===== config.mk =====
export PLATFORM = sky130hd
export DESIGN_NAME = lpc_synth_dec
export DESIGN_NICKNAME = d
export VERILOG_FILES = /design/src/rtl/lpc_synth_dec.sv
export SDC_FILE = /design/constraint.sdc
export NUM_CORES = 2
export LEC_CHECK = 0
export BUFFER_PORTS_ARGS = -buffer_cell sky130_fd_sc_hd__buf_4
export CAP_MARGIN = 20
export CORE_MARGIN = 2
export CORE_UTILIZATION = 65
export DETAILED_ROUTE_END_ITERATION = 12
export PLACE_DENSITY = 0.84
export SYNTH_ARGS = -nofsm -noshare
export SYNTH_HDL_FRONTEND = slang
export SYNTH_SLANG_ARGS = --single-unit

===== constraint.sdc =====
create_clock -name clk -period 50.4 [get_ports clk]
set_input_delay 2.52 -clock clk [delete_from_list [all_inputs] [get_ports clk]]
set_output_delay 2.52 -clock clk [all_outputs]
set_load 0.01 [all_outputs]

===== src/rtl/lpc_synth_dec.sv =====
// LPC decoder/synthesiser: impulse-train or LFSR-noise excitation driven through
// a 10th-order all-pole synthesis filter evaluated by one sequential MAC.
module lpc_synth_dec #(
    parameter int                       DATA_W      = 16,
    parameter int                       COEF_W      = 16,
    parameter int                       COEF_FRAC   = 13,
    parameter logic signed [DATA_W-1:0] PULSE_AMP   = 16'sd4096,
    parameter int                       NOISE_SHIFT = 3,
    parameter logic [15:0]              LFSR_SEED   = 16'hACE1
) (
    input  logic                     clk,
    input  logic                     rst,
    input  logic signed [COEF_W-1:0] A0,
    input  logic signed [COEF_W-1:0] A1,
    input  logic signed [COEF_W-1:0] A2,
    input  logic signed [COEF_W-1:0] A3,
    input  logic signed [COEF_W-1:0] A4,
    input  logic signed [COEF_W-1:0] A5,
    input  logic signed [COEF_W-1:0] A6,
    input  logic signed [COEF_W-1:0] A7,
    input  logic signed [COEF_W-1:0] A8,
    input  logic signed [COEF_W-1:0] A9,
    input  logic signed [COEF_W-1:0] A10,
    input  logic                     voiced,
    input  logic [15:0]              freq_count,
    input  logic                     load,
    input  logic                     start_dec,
    input  logic                     stop_dec,
    input  logic                     v,
    output logic signed [DATA_W-1:0] y,
    output logic                     vout,
    output logic                     running,
    output logic                     overrun
);

    localparam int ACC_W = 40;
    localparam int PROD_W = COEF_W + DATA_W;
    localparam logic signed [ACC_W-1:0] SAT_MAX = (ACC_W'(1) <<< (DATA_W - 1)) - ACC_W'(1);
    localparam logic signed [ACC_W-1:0] SAT_MIN = -SAT_MAX - ACC_W'(1);

    typedef enum logic [1:0] {S_IDLE, S_WAIT, S_MAC, S_SAT} state_t;

    state_t state, state_nxt;

    logic signed [COEF_W-1:0] coef_in  [0:9];
    logic signed [COEF_W-1:0] coef_sh  [0:9];
    logic signed [COEF_W-1:0] coef_act [0:9];
    logic signed [DATA_W-1:0] hist     [0:9];
    logic                     voiced_sh;
    logic [15:0]              fc_sh;
    logic [15:0]              lfsr;
    logic [15:0]              pitch_cnt;
    logic [15:0]              pitch_nxt;
    logic [3:0]               mac_idx;
    logic signed [DATA_W-1:0] noise_p0;
    logic signed [DATA_W-1:0] exc_p0;
    logic signed [PROD_W-1:0] prod_p0;
    logic signed [ACC_W-1:0]  acc_p1;
    logic signed [DATA_W-1:0] y_p2;
    logic                     vld_p2;
    logic                     ovr;
    logic                     unused_a0;

    // A0 is the implicit unity term of the predictor and never enters the MAC.
    assign unused_a0 = ^A0;

    assign coef_in[0] = A1;
    assign coef_in[1] = A2;
    assign coef_in[2] = A3;
    assign coef_in[3] = A4;
    assign coef_in[4] = A5;
    assign coef_in[5] = A6;
    assign coef_in[6] = A7;
    assign coef_in[7] = A8;
    assign coef_in[8] = A9;
    assign coef_in[9] = A10;

    function automatic logic [15:0] lfsr_next(input logic [15:0] l);
        logic fb;
        fb = l[0] ^ l[2] ^ l[3] ^ l[5];
        return {fb, l[15:1]};
    endfunction

    function automatic logic signed [DATA_W-1:0] sat_out(input logic signed [ACC_W-1:0] a);
        logic signed [ACC_W-1:0] s;
        s = a >>> COEF_FRAC;
        if (s > SAT_MAX)
            return SAT_MAX[DATA_W-1:0];
        else if (s < SAT_MIN)
            return SAT_MIN[DATA_W-1:0];
        else
            return s[DATA_W-1:0];
    endfunction

    // Stage p0: excitation selection and MAC product
    assign noise_p0 = DATA_W'($signed(lfsr) >>> NOISE_SHIFT);
    assign prod_p0  = coef_act[mac_idx] * hist[mac_idx];

    always_comb begin
        exc_p0    = noise_p0;
        pitch_nxt = pitch_cnt;
        if (voiced_sh && (fc_sh != 16'd0)) begin
            exc_p0    = (pitch_cnt == 16'd0) ? PULSE_AMP : '0;
            pitch_nxt = (pitch_cnt >= fc_sh - 16'd1) ? 16'd0 : pitch_cnt + 16'd1;
        end
    end

    always_ff @(posedge clk or posedge rst) begin
        if (rst)
            state <= S_IDLE;
        else
            state <= state_nxt;
    end

    always_comb begin
        state_nxt = state;
        if (stop_dec)
            state_nxt = S_IDLE;
        else if (start_dec)
            state_nxt = S_WAIT;
        else begin
            case (state)
                S_WAIT:  if (v) state_nxt = S_MAC;
                S_MAC:   if (mac_idx == 4'd9) state_nxt = S_SAT;
                S_SAT:   state_nxt = S_WAIT;
                default: state_nxt = state;
            endcase
        end
    end

    // Stage p1: accumulator; stage p2: saturated output and history shift
    always_ff @(posedge clk or posedge rst) begin
        if (rst) begin
            for (int i = 0; i < 10; i++) begin
                coef_sh[i]  <= '0;
                coef_act[i] <= '0;
                hist[i]     <= '0;
            end
            voiced_sh <= 1'b0;
            fc_sh     <= '0;
            lfsr      <= LFSR_SEED;
            pitch_cnt <= '0;
            mac_idx   <= '0;
            acc_p1    <= '0;
            y_p2      <= '0;
            vld_p2    <= 1'b0;
            ovr       <= 1'b0;
        end else begin
            vld_p2 <= 1'b0;
            if (load) begin
                for (int i = 0; i < 10; i++)
                    coef_sh[i] <= coef_in[i];
                voiced_sh <= voiced;
                fc_sh     <= freq_count;
            end
            if (stop_dec) begin
                for (int i = 0; i < 10; i++)
                    hist[i] <= '0;
            end else if (start_dec) begin
                for (int i = 0; i < 10; i++) begin
                    coef_act[i] <= coef_sh[i];
                    hist[i]     <= '0;
                end
                lfsr      <= LFSR_SEED;
                pitch_cnt <= '0;
                mac_idx   <= '0;
                ovr       <= 1'b0;
            end else begin
                case (state)
                    S_WAIT: begin
                        if (v) begin
                            // Coefficients only move into the MAC at sample acceptance.
                            for (int i = 0; i < 10; i++)
                                coef_act[i] <= coef_sh[i];
                            acc_p1    <= ACC_W'(exc_p0) <<< COEF_FRAC;
                            pitch_cnt <= pitch_nxt;
                            lfsr      <= lfsr_next(lfsr);
                            mac_idx   <= '0;
                        end
                    end
                    S_MAC: begin
                        acc_p1  <= acc_p1 - ACC_W'(prod_p0);
                        mac_idx <= (mac_idx == 4'd9) ? 4'd0 : mac_idx + 4'd1;
                        if (v) ovr <= 1'b1;
                    end
                    S_SAT: begin
                        y_p2    <= sat_out(acc_p1);
                        vld_p2  <= 1'b1;
                        hist[0] <= sat_out(acc_p1);
                        for (int i = 1; i < 10; i++)
                            hist[i] <= hist[i-1];
                        if (v) ovr <= 1'b1;
                    end
                    default: ;
                endcase
            end
        end
    end

    assign y       = y_p2;
    assign vout    = vld_p2;
    assign running = (state != S_IDLE);
    assign overrun = ovr;

endmodule


# [After elaboration in Yosys (flattened, before gate mapping)]
# Index checks and enable logic that the tools add are counted.
[classes] reduce_logical=20 bitwise_logic=6 n_addsub=4 n_lt_le_gt_ge=4 n_mul=1 muxes=41 n_eq_ne=8
[ops] operator="$mux W160" n=6
[ops] operator="$mux W16" n=15
[ops] operator="$bmux W16 S4" n=2
[ops] operator="$pmux W40 S2" n=1
[ops] operator="$mux W40" n=1
[ops] operator="$sub A40 B32 Y40" n=1
[ops] operator="$mul A16 B16 Y32" n=1
[ops] operator="$gt A27 B16 Y1 const B" n=1
[ops] operator="$lt A27 B16 Y1 const B" n=1
[ops] operator="$add A16 B1 Y16 const B" n=1
[ops] operator="$ge A16 B16 Y1" n=1
[ops] operator="$logic_not A16 Y1" n=1
[ops] operator="$reduce_bool A16 Y1" n=1
[ops] operator="$sub A16 B1 Y16 const B" n=1
[ops] operator="$reduce_and A3 Y1" n=5
[ops] operator="$mux W13" n=1
[ops] operator="$mux W4" n=3
[ops] operator="$reduce_bool A2 Y1" n=6
[ops] operator="$mux W2" n=4
[ops] operator="$ne A4 B4 Y1 const B" n=2
[ops] operator="$pmux W4 S2" n=1
[ops] operator="$reduce_and A4 Y1" n=2
[ops] operator="$mux W1" n=6
[ops] operator="$pmux W2 S3" n=1
[ops] operator="other kinds (14)" n=19
[word_totals] regBits=593 wordCells=124 in_bits=199

# [Logic depth before layout (Yosys ltp)]
[logic_depth] depth_word=7 mapped_depth=34

# [Worst setup path before layout]
# OpenSTA, ideal clock, no wires.
[synth_timing] path_kind="reg2reg" start="register mac_idx[0]" end="register acc_p1[38]" path_buffers=6 setup_slack_ns=42.726 arrival_ns=7.548 period_less_slack_ns=7.674 path_stages_with_launch=31 path_cell_list="dfrtp_1 buf_6 buf_6 buf_4 buf_2 buf_2 buf_2 a21oi_1 o22ai_1 nand2_1 fa_1 inv_1 fa_1 fa_1 inv_1 fa_1 fa_1 inv_1 fa_1 inv_1 ha_1 and3_1 a221o_1 a31oi_1 o221ai_2 a31oi_1 o31ai_1 a21o_1 o221ai_1 xor2_1 a21oi_1"
[synth_via] elab_chain_len=7 word_cells_on_any_way=10 cone_classes="add/sub: 1; mul: 1; mux: 7; bitwise: 1"
[synth_lines] element="from (decl)" line_no="54" source="logic [3:0] mac_idx;"
[synth_lines] element="from (signal assigned)" line_no="183" source="mac_idx <= (mac_idx == 4'd9) ? 4'd0 : mac_idx + 4'd1;"
[synth_lines] element="$not A4 Y5 (not written as such) (*)" line_no="97" source="assign prod_p0 = coef_act[mac_idx] * hist[mac_idx];"
[synth_lines] element="$bmux W16 S4" line_no="97"
[synth_lines] element="$mux W16 (not written as such) (2 in series)" line_no="97"
[synth_lines] element="$mul A16 B16 Y32 (*)" line_no="97"
[synth_lines] element="$sub A40 B32 Y40 (*)" line_no="182" source="acc_p1 <= acc_p1 - ACC_W'(prod_p0);"
[synth_lines] element="$pmux W40 S2 (*)" line_no="169" source="case (state)"
[synth_lines] element="to (signal assigned)" line_no="175" source="acc_p1 <= ACC_W'(exc_p0) <<< COEF_FRAC;"
[synth_lines] element="to (signal assigned)" line_no="182"
[synth_lines] element="to (decl)" line_no="58" source="logic signed [ACC_W-1:0] acc_p1;"
# Every way passes the cells marked *; elsewhere a longest branch is shown, timed or not. The select of a mux whose other input is x is not followed.
# A chain may end at the register's enable or synchronous reset.

# [Worst setup path in the final report]
[layout_timing] start="register mac_idx[0]" end="register acc_p1[39]"
# Same word-level chain as after synthesis.

==> impl_results.md <==
* RSZ-0062 raised after global routing: false
* Hold Crit Endpoint: coef_act[120]
* Vias at 27500
* Synth top cells by count: nand2_1 (650), dfrtp_1 (585), inv_1 (478)
* Maximum vdd ir drop at 0.0371 mV
* Pin count of the biggest net entering global routing at 184
* Cells after Synth at 3644
* Met2 WL at 43800 um
* HPWL Detailed at 66700 um
* Minimum clock period at 9.61 ns
* Area contributors post-synth: dfrtp_1 (38%), fa_1 (18%), nand2_1 (6.4%)
* Worst endpoint required time at 50.86 ns
* Antenna violations before repair at 0
* Initial core utilization at 65.4%
* CTS buffer count at 61
* Maximum clock rate at 104 MHz
* Ys async rst share at 100%
* WP data arrival at 10.07 ns
* Tcrit/Tclk final at 19.1%
* Die Y at 247 um
* DIE AREA at 61000 um2
* Final hold viol count at 0
* Final WL at 93300 um
* Placed instance count at 4485
* GR Overflow Total at 0
* Max-Cap Viols at 0
* Clock Root Buffer: clkbuf_16
* Routed length per instance at 20.3 um
* Synth Register Bits at 593
* RR Startpoint: mac_idx[0]
* Reg clk slew, reported paths at 0.06 ns
* Clk sink count at 593
* CTS tree: yes
* R2r worst-path depth at 28
* Area growth, synth to finish at 11.2%
* Status: complete, no violations
* Cts hold-fix bufs at 0
* WL met3 at 8240 um
* Hold Path Depth at 2
* CP Launch Type: flip-flop
* Worst path slowest cell: dfrtp_4
* Core Region at 58700 um2
* CP most frequent cell: fa_1
* Slew @ Worst Pin at 1.25 ns
* Min-delay worst type: flip-flop to flip-flop
* Die X at 247 um
* Top-level I/O count at 218
* Seq/Total Area, Yosys at 38.7%
* Rel. slew slack at 16.8%
* First-pass GRT wire length at 153000 um
* # resized after CTS at 0
* Count of cell types in the netlist at 86
* Max FO, Critical Path at 42
* Residual DRC at 0
* Setup total negative slack at 0 ns
* Final setup fails at 0
* # port buffers at 201
* Syn Std Cell Area at 38400 um2
* Fin nets at 4450
* 1st-pass router iterations at 7
* Pwr/cell area at 38.4 nW/um2
* GPL Wtd Cong at 0.962
* Final hold slack at 0.458 ns
* Post-Layout Cell Count at 4601
* Syn_area_per_cell at 10.5 um2
* CP Class: flip-flop to flip-flop
* Final ANT Viol Nets at 0
* EDFF count, synth at 0
* Area leader, netlist: dfrtp_1
* Flop2flop setup slack at 40.79 ns
* Vias in the first global route at 28600
* Top Layer Used: met4
* CTS Buffer Depth at 3
* Top FF cell, synth: dfrtp_1
* Starting DRT DRC Count at 2319
* Rows at 89
* Setup Buffers After CTS at 0
* Clk_skew at 0.0476 ns
* Endpoint type of the worst setup path: flip-flop
* Insertion delay to the later sink of the worst-skew pair at 0.64 ns
* Crit path launch: mac_idx[0]
* Count leader, synth: nand2_1
* H-tree Lvls at 2
* Synth warn at 0
* Synth top area share at 38.1%
* CP peak stage delay at 0.96 ns
* Slew Viols, Final at 0
* Hold wc startpoint: coef_sh[120]
* Fraction of layout cells with a size suffix above 1 at 17.0%
* RR Endpoint: acc_p1[39]
* P_leak at 20.3 nW
* Via-to-Cell Ratio at 5.98
* Mapped Nets at 4315
* Wl on met1 at 37300 um
* GR Util All Layers at 32.0%
-- layout make-up --
| type | instances | area [um2] |
|---|---|---|
| timing repair buffer | 248 | 1920 |
| tap | 773 | 967 |
| multi-input combinational | 2396 | 21100 |
| sequential | 593 | 14900 |
| inverter | 479 | 1810 |
| clock buffer | 82 | 1760 |
| clock inverter | 29 | 334 |
| fill | 3851 | 16000 |
| antenna | 1 | 2.50 |
-- routing by layer --
| layer | global-route usage, % | up-vias |
|---|---|---|
| met1 | 43.7 | 13900 |
| met4 | 12.1 | 0 |
| met3 | 6.97 | 255 |
| met5 | 0 | - |
| li1 | - | 12200 |
| met2 | 50.7 | 1155 |
-- kinds of logic (layout without fill, tap and decap cells) --
kind of cell,count (synthesis),count (layout),synth area share (%)
adders and majority gates,472,472,22.1
xor gates and xnor gates,69,69,1.61
DFF,593,593,38.7
buffers and inverters,655,838,6.57
and+or+nand+nor,1039,1039,11.1
other,0,1,0
AOI/OAI and AO/OA,525,525,10.2
muxes,291,291,9.80
-- worst max-delay path, delay by kind of cell, from the launching register on --
| kind | cells | cell delay, ns |
|---|---|---|
| adder cells (fa/ha/maj) | 7 | 3.85 |
| AO/OA/AOI/OAI | 10 | 2.30 |
| buffers and inverters | 6 | 1.14 |
| flip-flops | 1 | 0.96 |
| multiplexers | 1 | 0.62 |
| AND/OR/NAND/NOR | 3 | 0.38 |
| XOR/XNOR | 1 | 0.16 |
-- state kept, by name (all words and copies together), names as in the netlist --
register / count
coef_act: 160
coef_sh: 160
hist: 160
acc_p1: 40
fc_sh: 16
lfsr: 16
pitch_cnt: 16
y: 16
mac_idx: 4
state: 2
overrun: 1
voiced_sh: 1
vout: 1
-- through the flow --
stage          power, W  utilization (%)  area [um2]  worst slack [ns]
6_report        0.00164             72.8       42700             40.79
5_1_grt         0.00174             72.8       42700             40.35
4_1_cts         0.00164             72.6       42600             40.83
3_5_place_dp    0.00117             69.1       40500             40.88
3_3_place_gp    0.00115             69.1       40500             41.04
2_1_floorplan   0.00101                -       38400             31.30
-- cell usage in the layout (no fill, tap or decap), drive strengths merged, types with 49 or more instances in the layout --
cell	Yosys	layout
fa	343	343
ha	129	129
a21o	60	60
mux4	49	49
a22o	155	155
mux2i	53	53
o21ai	70	70
a21oi	96	96
nand2	650	650
nor2	249	249
clkbuf	141	82
dfrtp	585	585
mux2	189	189
inv	479	484
buf	35	248
-- worst max path at each step --
| stage | cells after the start | endpoint | slack [ns] |
|---|---|---|---|
| floorplan | 1 | acc_p1[0] | 31.30 |
| global placement | 28 | acc_p1[39] | 41.04 |
| detailed placement | 28 | acc_p1[39] | 40.88 |
| CTS | 28 | acc_p1[39] | 40.83 |
| global route | 28 | acc_p1[38] | 40.35 |
| finish | 28 | acc_p1[39] | 40.79 |
-- power by group --
| group | total (W) | internal (W) | switching (W) |
|---|---|---|---|
| clock network | 0.000467 | 0.000271 | 0.000196 |
| registers | 0.000580 | 0.000535 | 0.0000450 |
| logic | 0.000595 | 0.000242 | 0.000353 |
| total | 0.00164 | 0.00105 | 0.000593 |
(Power assumes the default switching activity.)
